File: config.mk
export PLATFORM = sky130hd
export DESIGN_NAME = dcache_refill_flat
export DESIGN_NICKNAME = d
export VERILOG_FILES = /design/src/rtl/dcache_refill_if.sv /design/src/rtl/dcache_refill.sv /design/src/flat_wrapper.sv
export SDC_FILE = /design/constraint.sdc
export NUM_CORES = 1
export LEC_CHECK = 0
export CAP_MARGIN = 5
export CORE_MARGIN = 5
export CORE_UTILIZATION = 34
export DETAILED_ROUTE_END_ITERATION = 12
export PLACE_DENSITY = 0.91
export RECOVER_POWER = 25
export REMOVE_ABC_BUFFERS = 1
export SLEW_MARGIN = 5
export SYNTH_ARGS = -nofsm -noshare
export SYNTH_HDL_FRONTEND = slang
export SYNTH_SLANG_ARGS = --single-unit
File: constraint.sdc
create_clock -name clk -period 4.7 [get_ports clk]
set_input_delay 0.47 -clock clk [delete_from_list [all_inputs] [get_ports clk]]
set_output_delay 0.47 -clock clk [all_outputs]
set_load 0.005 [all_outputs]
File: src/rtl/dcache_refill_if.sv
// dcache_refill_if: miss-request, AXI read and data-RAM write bundle for the line-refill engine
// master: the refill engine (drives req_ready, AR channel, rready, RAM write port, crit/done/err)
// slave : the environment (drives req_valid/req_addr, arready, R channel)
interface dcache_refill_if #(parameter int LINE_WORDS = 8);
    logic                  req_valid;
    logic                  req_ready;
    logic [31:0]           req_addr;
    logic [3:0]            arid;
    logic [31:0]           araddr;
    logic [7:0]            arlen;
    logic [2:0]            arsize;
    logic [1:0]            arburst;
    logic                  arvalid;
    logic                  arready;
    logic [31:0]           rdata;
    logic [1:0]            rresp;
    logic                  rlast;
    logic                  rvalid;
    logic                  rready;
    logic                  ram_en;
    logic [3:0]            ram_wen;
    logic [LINE_WORDS-1:0] ram_bank;
    logic [31:0]           ram_addr;
    logic [31:0]           ram_wdata;
    logic                  crit_valid;
    logic [31:0]           crit_data;
    logic                  done;
    logic                  err;

    modport master (
        input  req_valid, req_addr, arready, rdata, rresp, rlast, rvalid,
        output req_ready, arid, araddr, arlen, arsize, arburst, arvalid, rready,
               ram_en, ram_wen, ram_bank, ram_addr, ram_wdata, crit_valid, crit_data, done, err
    );

    modport slave (
        output req_valid, req_addr, arready, rdata, rresp, rlast, rvalid,
        input  req_ready, arid, araddr, arlen, arsize, arburst, arvalid, rready,
               ram_en, ram_wen, ram_bank, ram_addr, ram_wdata, crit_valid, crit_data, done, err
    );
endinterface

File: src/rtl/dcache_refill.sv
// dcache_refill: data-cache line refill via one AXI INCR read burst into per-word RAM banks
// clk    : system clock, rising edge
// resetn : asynchronous active-low reset, aborts any burst in flight
// bus    : dcache_refill_if.master -- miss request, AXI AR/R channels, RAM write port,
//          critical-word forward, done/err completion
// Define CRIT_WORD_FWD_EN to forward the critical word early; otherwise crit_valid/crit_data are 0.
module dcache_refill #(
    parameter int         LINE_WORDS = 8,
    parameter logic [3:0] AXI_ID     = 4'd1
) (
    input logic             clk,
    input logic             resetn,
    dcache_refill_if.master bus
);
    localparam int CW = $clog2(LINE_WORDS);
    localparam logic [CW-1:0] LAST = CW'(LINE_WORDS - 1);
    localparam logic [LINE_WORDS-1:0] ONE = LINE_WORDS'(1);

    typedef enum logic [1:0] {IDLE, AR, R, DONE} state_t;

    state_t        state, state_n;
    logic [CW-1:0] cnt, cnt_n;
    logic [31:5]   line_q, line_n;
    logic          err_q, err_n;
    logic          ovf_q, ovf_n;
    logic          beat, wr;

    // ovf_q: a full line was written but rlast has not arrived; further beats are drained unwritten
    assign beat = state == R && bus.rvalid;
    assign wr   = beat && !ovf_q;

    always_ff @(posedge clk or negedge resetn) begin
        if (!resetn) begin
            state  <= IDLE;
            cnt    <= '0;
            line_q <= '0;
            err_q  <= 1'b0;
            ovf_q  <= 1'b0;
        end else begin
            state  <= state_n;
            cnt    <= cnt_n;
            line_q <= line_n;
            err_q  <= err_n;
            ovf_q  <= ovf_n;
        end
    end

    always_comb begin
        state_n = state;
        cnt_n   = cnt;
        line_n  = line_q;
        err_n   = err_q;
        ovf_n   = ovf_q;
        case (state)
            IDLE: if (bus.req_valid) begin
                state_n = AR;
                line_n  = bus.req_addr[31:5];
                cnt_n   = '0;
                err_n   = 1'b0;
                ovf_n   = 1'b0;
            end
            AR: if (bus.arready) state_n = R;
            R: if (beat) begin
                err_n = err_q | (bus.rresp != 2'b00);
                if (bus.rlast) begin
                    state_n = DONE;
                    if (!ovf_q && cnt != LAST) err_n = 1'b1;
                end else if (!ovf_q && cnt == LAST) begin
                    err_n = 1'b1;
                    ovf_n = 1'b1;
                end
                if (wr && cnt != LAST) cnt_n = cnt + 1'b1;
            end
            default: state_n = IDLE;
        endcase
    end

    assign bus.req_ready = state == IDLE;
    assign bus.arid      = AXI_ID;
    assign bus.araddr    = {line_q, 5'b0};
    assign bus.arlen     = 8'(LINE_WORDS - 1);
    assign bus.arsize    = 3'b010;
    assign bus.arburst   = 2'b01;
    assign bus.arvalid   = state == AR;
    assign bus.rready    = state == R;
    assign bus.ram_en    = wr;
    assign bus.ram_wen   = wr ? 4'hF : 4'h0;
    assign bus.ram_bank  = wr ? ONE << cnt : '0;
    assign bus.ram_addr  = {line_q, 5'b0};
    assign bus.ram_wdata = bus.rdata;
    assign bus.done      = state == DONE;
    assign bus.err       = state == DONE && err_q;

`ifdef CRIT_WORD_FWD_EN
    logic [CW-1:0] crit_idx;
    logic          crit_q;
    logic [31:0]   crit_d;
    logic          crit_hit;

    assign crit_hit = wr && cnt == crit_idx;

    always_ff @(posedge clk or negedge resetn) begin
        if (!resetn) begin
            crit_idx <= '0;
            crit_q   <= 1'b0;
            crit_d   <= '0;
        end else begin
            if (state == IDLE && bus.req_valid) crit_idx <= bus.req_addr[2 +: CW];
            crit_q <= crit_hit;
            if (crit_hit) crit_d <= bus.rdata;
        end
    end

    assign bus.crit_valid = crit_q;
    assign bus.crit_data  = crit_d;
`else
    assign bus.crit_valid = 1'b0;
    assign bus.crit_data  = '0;
`endif
endmodule
File: src/flat_wrapper.sv
// flat-port wrapper written by rule: the top's interface ports become plain ports
module dcache_refill_flat 
#(
    parameter int         LINE_WORDS = 8,
    parameter logic [3:0] AXI_ID     = 4'd1
)
  (clk, resetn, bus_req_valid, bus_req_addr, bus_arready, bus_rdata, bus_rresp, bus_rlast, bus_rvalid, bus_req_ready, bus_arid, bus_araddr, bus_arlen, bus_arsize, bus_arburst, bus_arvalid, bus_rready, bus_ram_en, bus_ram_wen, bus_ram_bank, bus_ram_addr, bus_ram_wdata, bus_crit_valid, bus_crit_data, bus_done, bus_err);
  dcache_refill_if #(.LINE_WORDS(LINE_WORDS)) bus_i ();
  input logic clk;
  input logic resetn;
  input wire logic [$bits(bus_i.req_valid)-1:0] bus_req_valid;
  input wire logic [$bits(bus_i.req_addr)-1:0] bus_req_addr;
  input wire logic [$bits(bus_i.arready)-1:0] bus_arready;
  input wire logic [$bits(bus_i.rdata)-1:0] bus_rdata;
  input wire logic [$bits(bus_i.rresp)-1:0] bus_rresp;
  input wire logic [$bits(bus_i.rlast)-1:0] bus_rlast;
  input wire logic [$bits(bus_i.rvalid)-1:0] bus_rvalid;
  output wire logic [$bits(bus_i.req_ready)-1:0] bus_req_ready;
  output wire logic [$bits(bus_i.arid)-1:0] bus_arid;
  output wire logic [$bits(bus_i.araddr)-1:0] bus_araddr;
  output wire logic [$bits(bus_i.arlen)-1:0] bus_arlen;
  output wire logic [$bits(bus_i.arsize)-1:0] bus_arsize;
  output wire logic [$bits(bus_i.arburst)-1:0] bus_arburst;
  output wire logic [$bits(bus_i.arvalid)-1:0] bus_arvalid;
  output wire logic [$bits(bus_i.rready)-1:0] bus_rready;
  output wire logic [$bits(bus_i.ram_en)-1:0] bus_ram_en;
  output wire logic [$bits(bus_i.ram_wen)-1:0] bus_ram_wen;
  output wire logic [$bits(bus_i.ram_bank)-1:0] bus_ram_bank;
  output wire logic [$bits(bus_i.ram_addr)-1:0] bus_ram_addr;
  output wire logic [$bits(bus_i.ram_wdata)-1:0] bus_ram_wdata;
  output wire logic [$bits(bus_i.crit_valid)-1:0] bus_crit_valid;
  output wire logic [$bits(bus_i.crit_data)-1:0] bus_crit_data;
  output wire logic [$bits(bus_i.done)-1:0] bus_done;
  output wire logic [$bits(bus_i.err)-1:0] bus_err;
  assign bus_i.req_valid = bus_req_valid;
  assign bus_i.req_addr = bus_req_addr;
  assign bus_i.arready = bus_arready;
  assign bus_i.rdata = bus_rdata;
  assign bus_i.rresp = bus_rresp;
  assign bus_i.rlast = bus_rlast;
  assign bus_i.rvalid = bus_rvalid;
  assign bus_req_ready = bus_i.req_ready;
  assign bus_arid = bus_i.arid;
  assign bus_araddr = bus_i.araddr;
  assign bus_arlen = bus_i.arlen;
  assign bus_arsize = bus_i.arsize;
  assign bus_arburst = bus_i.arburst;
  assign bus_arvalid = bus_i.arvalid;
  assign bus_rready = bus_i.rready;
  assign bus_ram_en = bus_i.ram_en;
  assign bus_ram_wen = bus_i.ram_wen;
  assign bus_ram_bank = bus_i.ram_bank;
  assign bus_ram_addr = bus_i.ram_addr;
  assign bus_ram_wdata = bus_i.ram_wdata;
  assign bus_crit_valid = bus_i.crit_valid;
  assign bus_crit_data = bus_i.crit_data;
  assign bus_done = bus_i.done;
  assign bus_err = bus_i.err;
  dcache_refill #(.LINE_WORDS(LINE_WORDS), .AXI_ID(AXI_ID)) u_core (.clk(clk), .resetn(resetn), .bus(bus_i));
endmodule
Word level (Yosys, flattened, before mapping)
Index checks and enable logic that the tools add are counted.

Add/sub/neg operators: 1. Multipliers: 0. Divide/modulo/power cells: 0. Magnitude comparators: 0. Equality and inequality tests: 12. Shifts and indexed selects: 1. Multiplexer cells: 21. Bitwise operators: 1. Reduce and logical (&&, ||, !) cells: 15.

Operator list (number): 3-bit two-way mux (3); 1-bit two-way mux (8); 2-bit two-way mux (4); 8-bit two-way mux (1); 2-bit inequality test (second input constant) (4); 4-bit AND reduction (2); 1-bit by 3-bit left shift with 8-bit output (first input constant) (1); 1-bit logical AND (6); 2-bit by 1-bit inequality test with 1-bit output (second input constant) (3); 2-bit case mux with 3 select lines (1); 3-bit case mux with 2 select lines (1); 5-bit AND reduction (1); 2-bit == test (second input constant) (2); 4-bit two-way mux (1); 1-bit case mux with 2 select lines (2); 2-bit nonzero test (2); 3-bit by 1-bit adder with 3-bit output (second input constant) (1); 3-bit == test (second input constant) (1); 3-bit inequality test (second input constant) (1); 3-bit AND reduction (1); 2-bit by 1-bit == test with 1-bit output (second input constant) (1); 2-bit zero test (1); 2-bit AND reduction (1); 1-bit zero test (1); 1-bit OR (1).

Register bits after elaboration: 34. Latch bits: 0. RAM bits: 0. Bits in read-only memories: 0. Input port bits: 72. Output and inout port bits: 164. Memories kept: 0.

Longest topological paths before layout
Gate-level depths: netlist of run 1.

Depth after elaboration: 7. Mapped depth: 6.

Worst setup path after synthesis of run 1
Ideal clock, no wire load.

Path type: register to output. Start point: reg u_core.state[0]. End point: out bus_ram_bank[4]. Arrival: 1337 ps. Path slack: 2893 ps. Stages on the path, launching flop included: 6. Path buffers: 0. Cells stage by stage: dfrtp_1 -> inv_1 -> ha_1 -> nand2_1 -> nor2_1 -> and3_1.

Cells in the longest elaborated chain, start to end: 4.

RTL lines: from (decl) (line dcache_refill.sv:21) `state_t state, state_n;`; from (signal assigned) (line dcache_refill.sv:40) `state <= state_n;`; 2-bit == test; via bus_rready (line flat_wrapper.sv:25) `output wire logic [$bits(bus_i.rready)-1:0] bus_rready;`; 1-bit logical AND (line dcache_refill.sv:29) `assign beat = state == R && bus.rvalid;`; 1-bit logical AND (line dcache_refill.sv:30) `assign wr = beat && !ovf_q;`; via bus_ram_en (line flat_wrapper.sv:26) `output wire logic [$bits(bus_i.ram_en)-1:0] bus_ram_en;`; 8-bit two-way mux (line dcache_refill.sv:88) `assign bus.ram_bank = wr ? ONE << cnt : '0;`; to (decl) (line flat_wrapper.sv:28) `output wire logic [$bits(bus_i.ram_bank)-1:0] bus_ram_bank;`.

The timed path passes the listed nets, and every way through them passes these cells.

Final worst setup path of run 1
Start point: reg u_core.state[0]. End point: out bus_ram_bank[4].

Cells in the longest elaborated chain, start to end: 4.

RTL lines (line): 2-bit == test (dcache_refill.sv:29); 1-bit logical AND (dcache_refill.sv:29); 1-bit logical AND (dcache_refill.sv:30); 8-bit two-way mux (dcache_refill.sv:88).

Every way passes these cells.

==> impl_results.html, run 1 <==
<table>
<tr><th>Metric</th><th>Value</th></tr>
<tr><th colspan="2">Global route</th></tr>
<tr><td>Pin count of the biggest net entering global routing</td><td>35</td></tr>
<tr><td>Gr usage total</td><td>13.1%</td></tr>
<tr><td>Wire length of the first global-routing pass</td><td>9.85 mm</td></tr>
<tr><td>Initial antenna violation count</td><td>0</td></tr>
<tr><td>Final global-route overflow total</td><td>0</td></tr>
<tr><td>Vias in the first global route</td><td>1836</td></tr>
<tr><th colspan="2">Synthesis</th></tr>
<tr><td>Distinct cell type count after synthesis</td><td>28</td></tr>
<tr><td>Share of flip-flops with an asynchronous set or reset</td><td>100%</td></tr>
<tr><td>Number of enable flip-flop cells after synthesis</td><td>0</td></tr>
<tr><td>Average footprint of a synthesized cell</td><td>10.1 µm²</td></tr>
<tr><td>Netlist Area Pre-Place</td><td>2580 µm²</td></tr>
<tr><td>Most common flop cell mapped by yosys</td><td>sky130_fd_sc_hd__dfrtp_1</td></tr>
<tr><td>Instance count of the mapped netlist</td><td>255</td></tr>
<tr><td>Yosys reg bits</td><td>34</td></tr>
<tr><td>Count of synthesis-stage warnings from yosys</td><td>0</td></tr>
<tr><td>Seq/Total Area, Yosys</td><td>33.0%</td></tr>
<tr><th colspan="2">Clocking</th></tr>
<tr><td>Worst-case clock buffer depth</td><td>2</td></tr>
<tr><td>Number of buffers added for setup after CTS</td><td>0</td></tr>
<tr><td>Cell chosen for the clock root</td><td>sky130_fd_sc_hd__clkbuf_8</td></tr>
<tr><td>CTS tree</td><td>done</td></tr>
<tr><td>Count of clock tree sinks</td><td>34</td></tr>
<tr><td>CTS HTree Levels</td><td>2</td></tr>
<tr><td>CTS Buf Count</td><td>5</td></tr>
<tr><td>Post-cts repair resize count</td><td>0</td></tr>
<tr><td>Register clock-pin slew on the reported worst setup and hold paths</td><td>0.07 ns</td></tr>
<tr><td>Insertion delay to the later sink of the worst-skew pair</td><td>0.28 ns</td></tr>
<tr><td>Count of hold-fix buffers inserted at cts</td><td>0</td></tr>
<tr><th colspan="2">Place</th></tr>
<tr><td>Final HPWL DP</td><td>5.30 mm</td></tr>
<tr><td>Count of input and output buffers</td><td>106</td></tr>
<tr><td>GPL Wtd Cong</td><td>0.748</td></tr>
<tr><th colspan="2">Outcome</th></tr>
<tr><td>Failing checks</td><td>capacitance limit, slew limit</td></tr>
<tr><td>Run status</td><td>complete, but fails checks</td></tr>
<tr><th colspan="2">Critical path</th></tr>
<tr><td>Library cell contributing the largest single delay on the critical path</td><td>sky130_fd_sc_hd__clkdlybuf4s50_1</td></tr>
<tr><td>Largest stage delay, worst path</td><td>0.50 ns</td></tr>
<tr><td>Critical Setup Path Class</td><td>register to primary output</td></tr>
<tr><td>Endpoint arrival time on the critical path</td><td>2.56 ns</td></tr>
<tr><td>CP startpoint kind</td><td>register</td></tr>
<tr><td>Element type at the critical path end</td><td>primary output</td></tr>
<tr><td>CP max FO</td><td>13</td></tr>
<tr><td>Critical path cell sequence</td><td>inv_1, ha_1, nand2_1, nor2_1, and3_1, clkdlybuf4s50_1</td></tr>
<tr><td>Endpoint required time on the critical path</td><td>4.23 ns</td></tr>
<tr><th colspan="2">Die</th></tr>
<tr><td>Initial Util</td><td>35.2%</td></tr>
<tr><td># IOs</td><td>236</td></tr>
<tr><td>Number of standard-cell rows in the floorplan</td><td>31</td></tr>
<tr><td>Die H</td><td>97.1 µm</td></tr>
<tr><td>Width of the die</td><td>97.1 µm</td></tr>
<tr><td>Core area</td><td>7330 µm²</td></tr>
<tr><td>Full die area</td><td>9430 µm²</td></tr>
<tr><th colspan="2">Route</th></tr>
<tr><td>Met2 layer wire length in the routed design</td><td>2.74 mm</td></tr>
<tr><td>Residual antenna-violating net count after detailed routing</td><td>0</td></tr>
<tr><td>Via-per-instance ratio</td><td>4.19</td></tr>
<tr><td>Detailed-routed wire length on met3</td><td>1.12 mm</td></tr>
<tr><td>Uppermost routed layer</td><td>met5</td></tr>
<tr><td>Drc violations</td><td>0</td></tr>
<tr><td>Post-DR wirelength/cell</td><td>16.0 µm</td></tr>
<tr><td>Wire length after detailed routing</td><td>6.40 mm</td></tr>
<tr><td>Total via count in the routed design</td><td>1674</td></tr>
<tr><td>Violation count after the first detailed-routing iteration</td><td>23</td></tr>
<tr><td>Detailed-routing iteration count for the pre-antenna-repair pass</td><td>3</td></tr>
<tr><td>Sum of routed wire segments on met1</td><td>2.44 mm</td></tr>
<tr><th colspan="2">STA</th></tr>
<tr><td>Slew of the pin with the lowest slew margin</td><td>1.88 ns</td></tr>
<tr><td>Clock skew</td><td>0.00433 ns</td></tr>
<tr><td>Slew margin rel.</td><td>-25.0%</td></tr>
<tr><td>Finish-stage setup viols</td><td>0</td></tr>
<tr><td>Hold Fails Final Rpt</td><td>0</td></tr>
<tr><td>Unrepaired setup endpoints after global routing</td><td>false</td></tr>
<tr><td>Final critical delay including setup and external delays</td><td>3.03 ns</td></tr>
<tr><td>Max-slew violation count</td><td>35</td></tr>
<tr><td>Setup TNS Final</td><td>0 ns</td></tr>
<tr><td>Final critical-path share of the clock period</td><td>64.5%</td></tr>
<tr><td>Highest achievable clock rate</td><td>0.330 GHz</td></tr>
<tr><th colspan="2">Hold path</th></tr>
<tr><td>Path class of the lowest-slack min-delay path</td><td>register to register</td></tr>
<tr><th colspan="2">Job</th></tr>
<tr><td>Total of max-cap violations</td><td>1</td></tr>
<tr><th colspan="2">Power and ir drop</th></tr>
<tr><td>Worst vdd ir</td><td>0.000315 V</td></tr>
<tr><td>Total power per unit cell area</td><td>582 nW/µm²</td></tr>
<tr><td>Sum of internal, switching and leakage power</td><td>1.83 mW</td></tr>
<tr><td>P_leak</td><td>1.43 nW</td></tr>
<tr><th colspan="2">Layout</th></tr>
<tr><td>Growth of design area from synthesis to finish</td><td>22.1%</td></tr>
<tr><td>Inserted Diodes</td><td>0</td></tr>
<tr><td>Nets</td><td>384</td></tr>
<tr><td>Share of post-route cells with drive strength above 1</td><td>12.6%</td></tr>
</table>
==> Yosys cell counts, drive strengths merged, types with 3 or more instances <==
| master | n | area [µm²] |
|---|---|---|
| a211o | 3 | 26.3 |
| and2 | 6 | 37.5 |
| and3 | 3 | 18.8 |
| buf | 127 | 943 |
| dfrtp | 34 | 851 |
| ha | 12 | 150 |
| inv | 7 | 26.3 |
| mux2 | 28 | 315 |
| nand2 | 5 | 18.8 |
| nand2b | 3 | 18.8 |
| nor2 | 3 | 11.3 |
| o21ai | 4 | 20.0 |
==> power breakdown <==
part | leakage, nW | internal, mW | switching (mW) | total (mW)
registers | 0.408 | 0.437 | 0.127 | 0.565
logic | 0.966 | 0.665 | 0.338 | 1.00
clock network | 0.0514 | 0.158 | 0.107 | 0.266
total | 1.43 | 1.26 | 0.572 | 1.83
==> placed cells by master, fill, tap and decap left out <==
cell type / Yosys / layout
sky130_fd_sc_hd__nor2b_1: 2 / 2
sky130_fd_sc_hd__inv_1: 7 / 7
sky130_fd_sc_hd__clkbuf_8: 0 / 5
sky130_fd_sc_hd__o21ai_0: 4 / 4
sky130_fd_sc_hd__nor4_1: 2 / 2
sky130_fd_sc_hd__dfrtp_1: 34 / 34
sky130_fd_sc_hd__nor3b_1: 1 / 1
sky130_fd_sc_hd__buf_4: 123 / 1
sky130_fd_sc_hd__nand4_1: 1 / 1
sky130_fd_sc_hd__and2_1: 6 / 6
sky130_fd_sc_hd__nor3_1: 2 / 2
sky130_fd_sc_hd__o41ai_1: 1 / 1
sky130_fd_sc_hd__nand2_1: 5 / 5
sky130_fd_sc_hd__mux2i_1: 1 / 1
sky130_fd_sc_hd__conb_1: 2 / 60
sky130_fd_sc_hd__and3_1: 3 / 3
sky130_fd_sc_hd__nor2_1: 3 / 3
sky130_fd_sc_hd__o311ai_0: 1 / 1
sky130_fd_sc_hd__bufinv_16: 0 / 1
sky130_fd_sc_hd__clkdlybuf4s50_1: 0 / 105
sky130_fd_sc_hd__a2111oi_2: 1 / 1
sky130_fd_sc_hd__a211o_1: 3 / 3
sky130_fd_sc_hd__clkinvlp_4: 0 / 1
sky130_fd_sc_hd__a2bb2oi_1: 1 / 1
sky130_fd_sc_hd__mux2_2: 28 / 28
sky130_fd_sc_hd__nand2b_1: 3 / 3
sky130_fd_sc_hd__a22oi_1: 1 / 1
sky130_fd_sc_hd__clkbuf_1: 0 / 2
sky130_fd_sc_hd__nand3_1: 2 / 2
sky130_fd_sc_hd__or3b_4: 1 / 1
sky130_fd_sc_hd__nand3b_1: 1 / 1
sky130_fd_sc_hd__ha_1: 12 / 12
==> per-layer routing <==
layer / track usage, % / vias to the layer above
met1: 14.5 / 772
met5: 6.04 / -
li1: - / 732
met2: 19.5 / 160
met3: 9.55 / 8
met4: 3.56 / 2
==> state kept, by name, summed over array words and instances, names as in the netlist <==
signal and flops:
u_core.cnt 3, u_core.err_q 1, u_core.ovf_q 1, u_core.state 2, u_core.line_q 27
==> cells by family after synthesis <==
kind of cell	count (synthesis)	share of synthesized area, %
buffers and inverters	134	37.6
other	2	0.291
muxes	29	12.6
adders and majority gates	12	5.82
DFF	34	33.0
and+or+nand+nor	32	7.08
AOI/OAI and AO/OA	12	3.68
==> final timing paths <==
check                      cells past startpoint         startpoint  slack (ns)                 to
max                                            6    u_core.state[0]        1.67    bus_ram_bank[4]
min reg2reg                                    1  u_core.line_q[28]        0.54  u_core.line_q[28]
min in group asynchronous                      1             resetn        0.70  u_core.line_q[29]
min                                            1  u_core.line_q[28]        0.54  u_core.line_q[28]
max reg2reg                                    5    u_core.state[0]        2.52   u_core.line_q[7]
max in group asynchronous                      1             resetn        2.92  u_core.line_q[18]
==> critical path, delay by kind of cell (launching register included) <==
| kind | cells | cell delay, ns |
|---|---|---|
| adders and majority gates | 1 | 0.41 |
| buffers and inverters | 2 | 0.61 |
| DFF | 1 | 0.44 |
| and+or+nand+nor | 3 | 0.82 |
==> per-stage QoR <==
stage	utilization [%]	std cells	worst slack [ns]	instance area [µm²]	hold WS, ns
floorplan	-	186	2.56	1860	0.174
finish	43.0	400	1.67	3150	0.538
global route	43.0	400	1.44	3150	0.564
CTS	43.0	400	1.65	3150	0.285
detailed placement	41.5	392	1.92	3040	0.521
global placement	41.5	392	2.00	3040	0.512
==> cell type report <==
| class | instances | area, µm² |
|---|---|---|
| fillers | 672 | 4180 |
| repair buffers | 107 | 1060 |
| multi-input cells | 145 | 978 |
| flip-flops and latches | 34 | 851 |
| well taps | 99 | 124 |
| clock buffers | 6 | 72.6 |
| clock inverters | 2 | 37.5 |
| inverters | 7 | 26.3 |
No activity file was read; power rests on OpenSTA's default activity.
==> inputs of run 2 (changes only) <==
- CORE_UTILIZATION: 34 -> 28
- PLACE_DENSITY: 0.91 -> 0.8
- clock period: 4.7 -> 2.51 ns (I/O delays scaled with it)
==> impl_results.html, run 2 (synthesized netlist as in run 1, its figures left out) <==
<table>
<tr><th>Metric</th><th>Value</th></tr>
<tr><th colspan="2">Outcome</th></tr>
<tr><td>Run status</td><td>complete, but fails checks</td></tr>
<tr><td>Failing checks</td><td>capacitance limit, slew limit</td></tr>
<tr><th colspan="2">Place</th></tr>
<tr><td>Count of input and output buffers</td><td>106</td></tr>
<tr><td>Final HPWL DP</td><td>5.33 mm</td></tr>
<tr><td>GPL Wtd Cong</td><td>0.738</td></tr>
<tr><td>DP Area</td><td>3090 µm²</td></tr>
<tr><th colspan="2">Layout</th></tr>
<tr><td>Area of the multi-input gates</td><td>978 µm²</td></tr>
<tr><td>Biggest regs</td><td>u_core.line_q x27, u_core.cnt x3, u_core.state x2</td></tr>
<tr><td>Share of post-route cells with drive strength above 1</td><td>13.5%</td></tr>
<tr><td>Highest-count cells in the layout ignoring fill and taps</td><td>105 x sky130_fd_sc_hd__clkdlybuf4s50_1, 60 x sky130_fd_sc_hd__conb_1, 34 x sky130_fd_sc_hd__dfrtp_1, 28 x sky130_fd_sc_hd__mux2_2, 12 x sky130_fd_sc_hd__ha_1</td></tr>
<tr><td>Design area</td><td>3200 µm²</td></tr>
<tr><td>Leading cell type in the layout, fill and taps excluded</td><td>sky130_fd_sc_hd__clkdlybuf4s50_1</td></tr>
<tr><td>Register ranked first by flip-flop count</td><td>u_core.line_q</td></tr>
<tr><td>Number of fill cells in the layout</td><td>927</td></tr>
<tr><td>Sequential cell area</td><td>851 µm²</td></tr>
<tr><td>Largest register FFs</td><td>27</td></tr>
<tr><td>Growth of design area from synthesis to finish</td><td>24.0%</td></tr>
<tr><td>Nets</td><td>386</td></tr>
<tr><th colspan="2">Route</th></tr>
<tr><td>Via-per-instance ratio</td><td>4.04</td></tr>
<tr><td>Total via count in the routed design</td><td>1678</td></tr>
<tr><td>Violation count after the first detailed-routing iteration</td><td>31</td></tr>
<tr><td>Residual antenna-violating net count after detailed routing</td><td>0</td></tr>
<tr><td>Post-DR wirelength/cell</td><td>15.7 µm</td></tr>
<tr><td>Drc violations</td><td>0</td></tr>
<tr><td>Wire length after detailed routing</td><td>6.51 mm</td></tr>
<tr><td>Detailed-routing iteration count for the pre-antenna-repair pass</td><td>4</td></tr>
<tr><th colspan="2">Clocking</th></tr>
<tr><td>Cell chosen for the clock root</td><td>sky130_fd_sc_hd__clkbuf_8</td></tr>
<tr><td>CTS Buf Count</td><td>5</td></tr>
<tr><td>Count of clock tree sinks</td><td>34</td></tr>
<tr><td>CTS tree</td><td>done</td></tr>
<tr><td>Number of buffers added for setup after CTS</td><td>0</td></tr>
<tr><td>Worst-case clock buffer depth</td><td>2</td></tr>
<tr><td>Post-cts repair resize count</td><td>0</td></tr>
<tr><td>Register clock-pin slew on the reported worst setup and hold paths</td><td>0.08 ns</td></tr>
<tr><td>CTS HTree Levels</td><td>2</td></tr>
<tr><td>Count of hold-fix buffers inserted at cts</td><td>0</td></tr>
<tr><td>Insertion delay to the later sink of the worst-skew pair</td><td>0.28 ns</td></tr>
<tr><th colspan="2">Critical path</th></tr>
<tr><td>CP startpoint kind</td><td>register</td></tr>
<tr><td>Element type at the critical path end</td><td>primary output</td></tr>
<tr><td>Number of cell instances on the worst register-to-register path</td><td>5</td></tr>
<tr><td>CP max FO</td><td>6</td></tr>
<tr><td>Worst reg2reg endpoint</td><td>u_core.line_q[23]</td></tr>
<tr><td>Reg-to-Reg Start</td><td>u_core.state[0]</td></tr>
<tr><td>R2R setup slack</td><td>0.62 ns</td></tr>
<tr><td>Endpoint arrival time on the critical path</td><td>2.08 ns</td></tr>
<tr><td>Critical Setup Path Class</td><td>register to primary output</td></tr>
<tr><td>Endpoint required time on the critical path</td><td>2.26 ns</td></tr>
<tr><th colspan="2">Die</th></tr>
<tr><td>Number of standard-cell rows in the floorplan</td><td>35</td></tr>
<tr><td>Width of the die</td><td>106 µm</td></tr>
<tr><td>Initial Util</td><td>28.3%</td></tr>
<tr><td>Core area</td><td>9110 µm²</td></tr>
<tr><td># IOs</td><td>236</td></tr>
<tr><td>Die H</td><td>106 µm</td></tr>
<tr><td>Full die area</td><td>11200 µm²</td></tr>
<tr><th colspan="2">STA</th></tr>
<tr><td>Setup TNS Final</td><td>0 ns</td></tr>
<tr><td>Slew of the pin with the lowest slew margin</td><td>1.94 ns</td></tr>
<tr><td>Hold Fails Final Rpt</td><td>0</td></tr>
<tr><td>Highest achievable clock rate</td><td>0.429 GHz</td></tr>
<tr><td>Final critical delay including setup and external delays</td><td>2.33 ns</td></tr>
<tr><td>Clock skew</td><td>0.00399 ns</td></tr>
<tr><td>Finish-stage setup viols</td><td>0</td></tr>
<tr><td>Final critical-path share of the clock period</td><td>92.8%</td></tr>
<tr><td>Max-slew violation count</td><td>35</td></tr>
<tr><td>Slew margin rel.</td><td>-29.4%</td></tr>
<tr><td>Unrepaired setup endpoints after global routing</td><td>false</td></tr>
<tr><td>Worst hold slack</td><td>0.502 ns</td></tr>
<tr><th colspan="2">Power and ir drop</th></tr>
<tr><td>Worst vdd ir</td><td>0.000596 V</td></tr>
<tr><td>Total power per unit cell area</td><td>1080 nW/µm²</td></tr>
<tr><td>P_leak</td><td>1.44 nW</td></tr>
<tr><td>Sum of internal, switching and leakage power</td><td>3.45 mW</td></tr>
<tr><th colspan="2">Global route</th></tr>
<tr><td>Initial antenna violation count</td><td>1</td></tr>
<tr><td>Final global-route overflow total</td><td>0</td></tr>
<tr><td>Pin count of the biggest net entering global routing</td><td>35</td></tr>
<tr><td>Vias in the first global route</td><td>1763</td></tr>
<tr><td>Gr usage total</td><td>10.9%</td></tr>
<tr><td>Wire length of the first global-routing pass</td><td>9.45 mm</td></tr>
<tr><th colspan="2">Hold path</th></tr>
<tr><td>Path class of the lowest-slack min-delay path</td><td>input pin to async pin</td></tr>
<tr><th colspan="2">Job</th></tr>
<tr><td>Total of max-cap violations</td><td>1</td></tr>
</table>
-- run 2: per-layer routing --
metal  wire length, µm  part of all wire (%)  GRT usage [%]  vias up
li1                  -                     -              -      738
met1              2470                    38           12.2      786
met2              2830                    43           16.0      148
met3              1120                    17           8.44        6
met4                95                   1.5           2.68        0
met5                 0                     0           1.90        -
-- run 2: report_power, final --
group	leakage [nW]	switching, mW	internal (mW)
logic	0.982	0.624	1.27
registers	0.408	0.234	0.819
clock network	0.0504	0.211	0.295
total	1.44	1.07	2.39
-- run 2: final cells by class --
cell class / count / area share, %
tap: 111 / 4.34
antenna: 1 / 0.0782
clock inverter: 3 / 1.41
clock buffer: 5 / 2.15
multi-input combinational: 145 / 30.6
inverter: 7 / 0.821
sequential: 34 / 26.6
timing repair buffer: 109 / 34.1
-- run 2: how the worst max path moves through the flow --
stage	end	slack [ns]	start	cells past startpoint
2_1_floorplan	u_core.line_q[10]	0.58	u_core.state[0]	4
6_report	bus_ram_bank[5]	0.18	u_core.state[0]	6
4_1_cts	bus_ram_bank[5]	0.15	u_core.state[0]	6
3_5_place_dp	bus_ram_bank[5]	0.35	bus_rvalid	5
5_1_grt	bus_ram_bank[5]	0.007	u_core.state[0]	6
3_3_place_gp	bus_ram_bank[6]	0.40	bus_rvalid	5
-- run 2: per-stage QoR --
| stage | worst slack (ns) | std cells | util (%) |
|---|---|---|---|
| 5_1_grt | 0.00679 | 415 | 35.1 |
| 2_1_floorplan | 0.585 | 186 | - |
| 6_report | 0.181 | 415 | 35.1 |
| 3_5_place_dp | 0.352 | 406 | 33.9 |
| 4_1_cts | 0.149 | 414 | 35.1 |
| 3_3_place_gp | 0.399 | 406 | 33.9 |
-- run 2: worst max-delay path, cell delays in order (launching register included) --
cell and delay [ns]:
sky130_fd_sc_hd__dfrtp_1 0.43, sky130_fd_sc_hd__inv_1 0.10, sky130_fd_sc_hd__ha_1 0.18, sky130_fd_sc_hd__nand2_1 0.12
sky130_fd_sc_hd__nor2_1 0.25, sky130_fd_sc_hd__and3_1 0.21, sky130_fd_sc_hd__clkdlybuf4s50_1 0.50
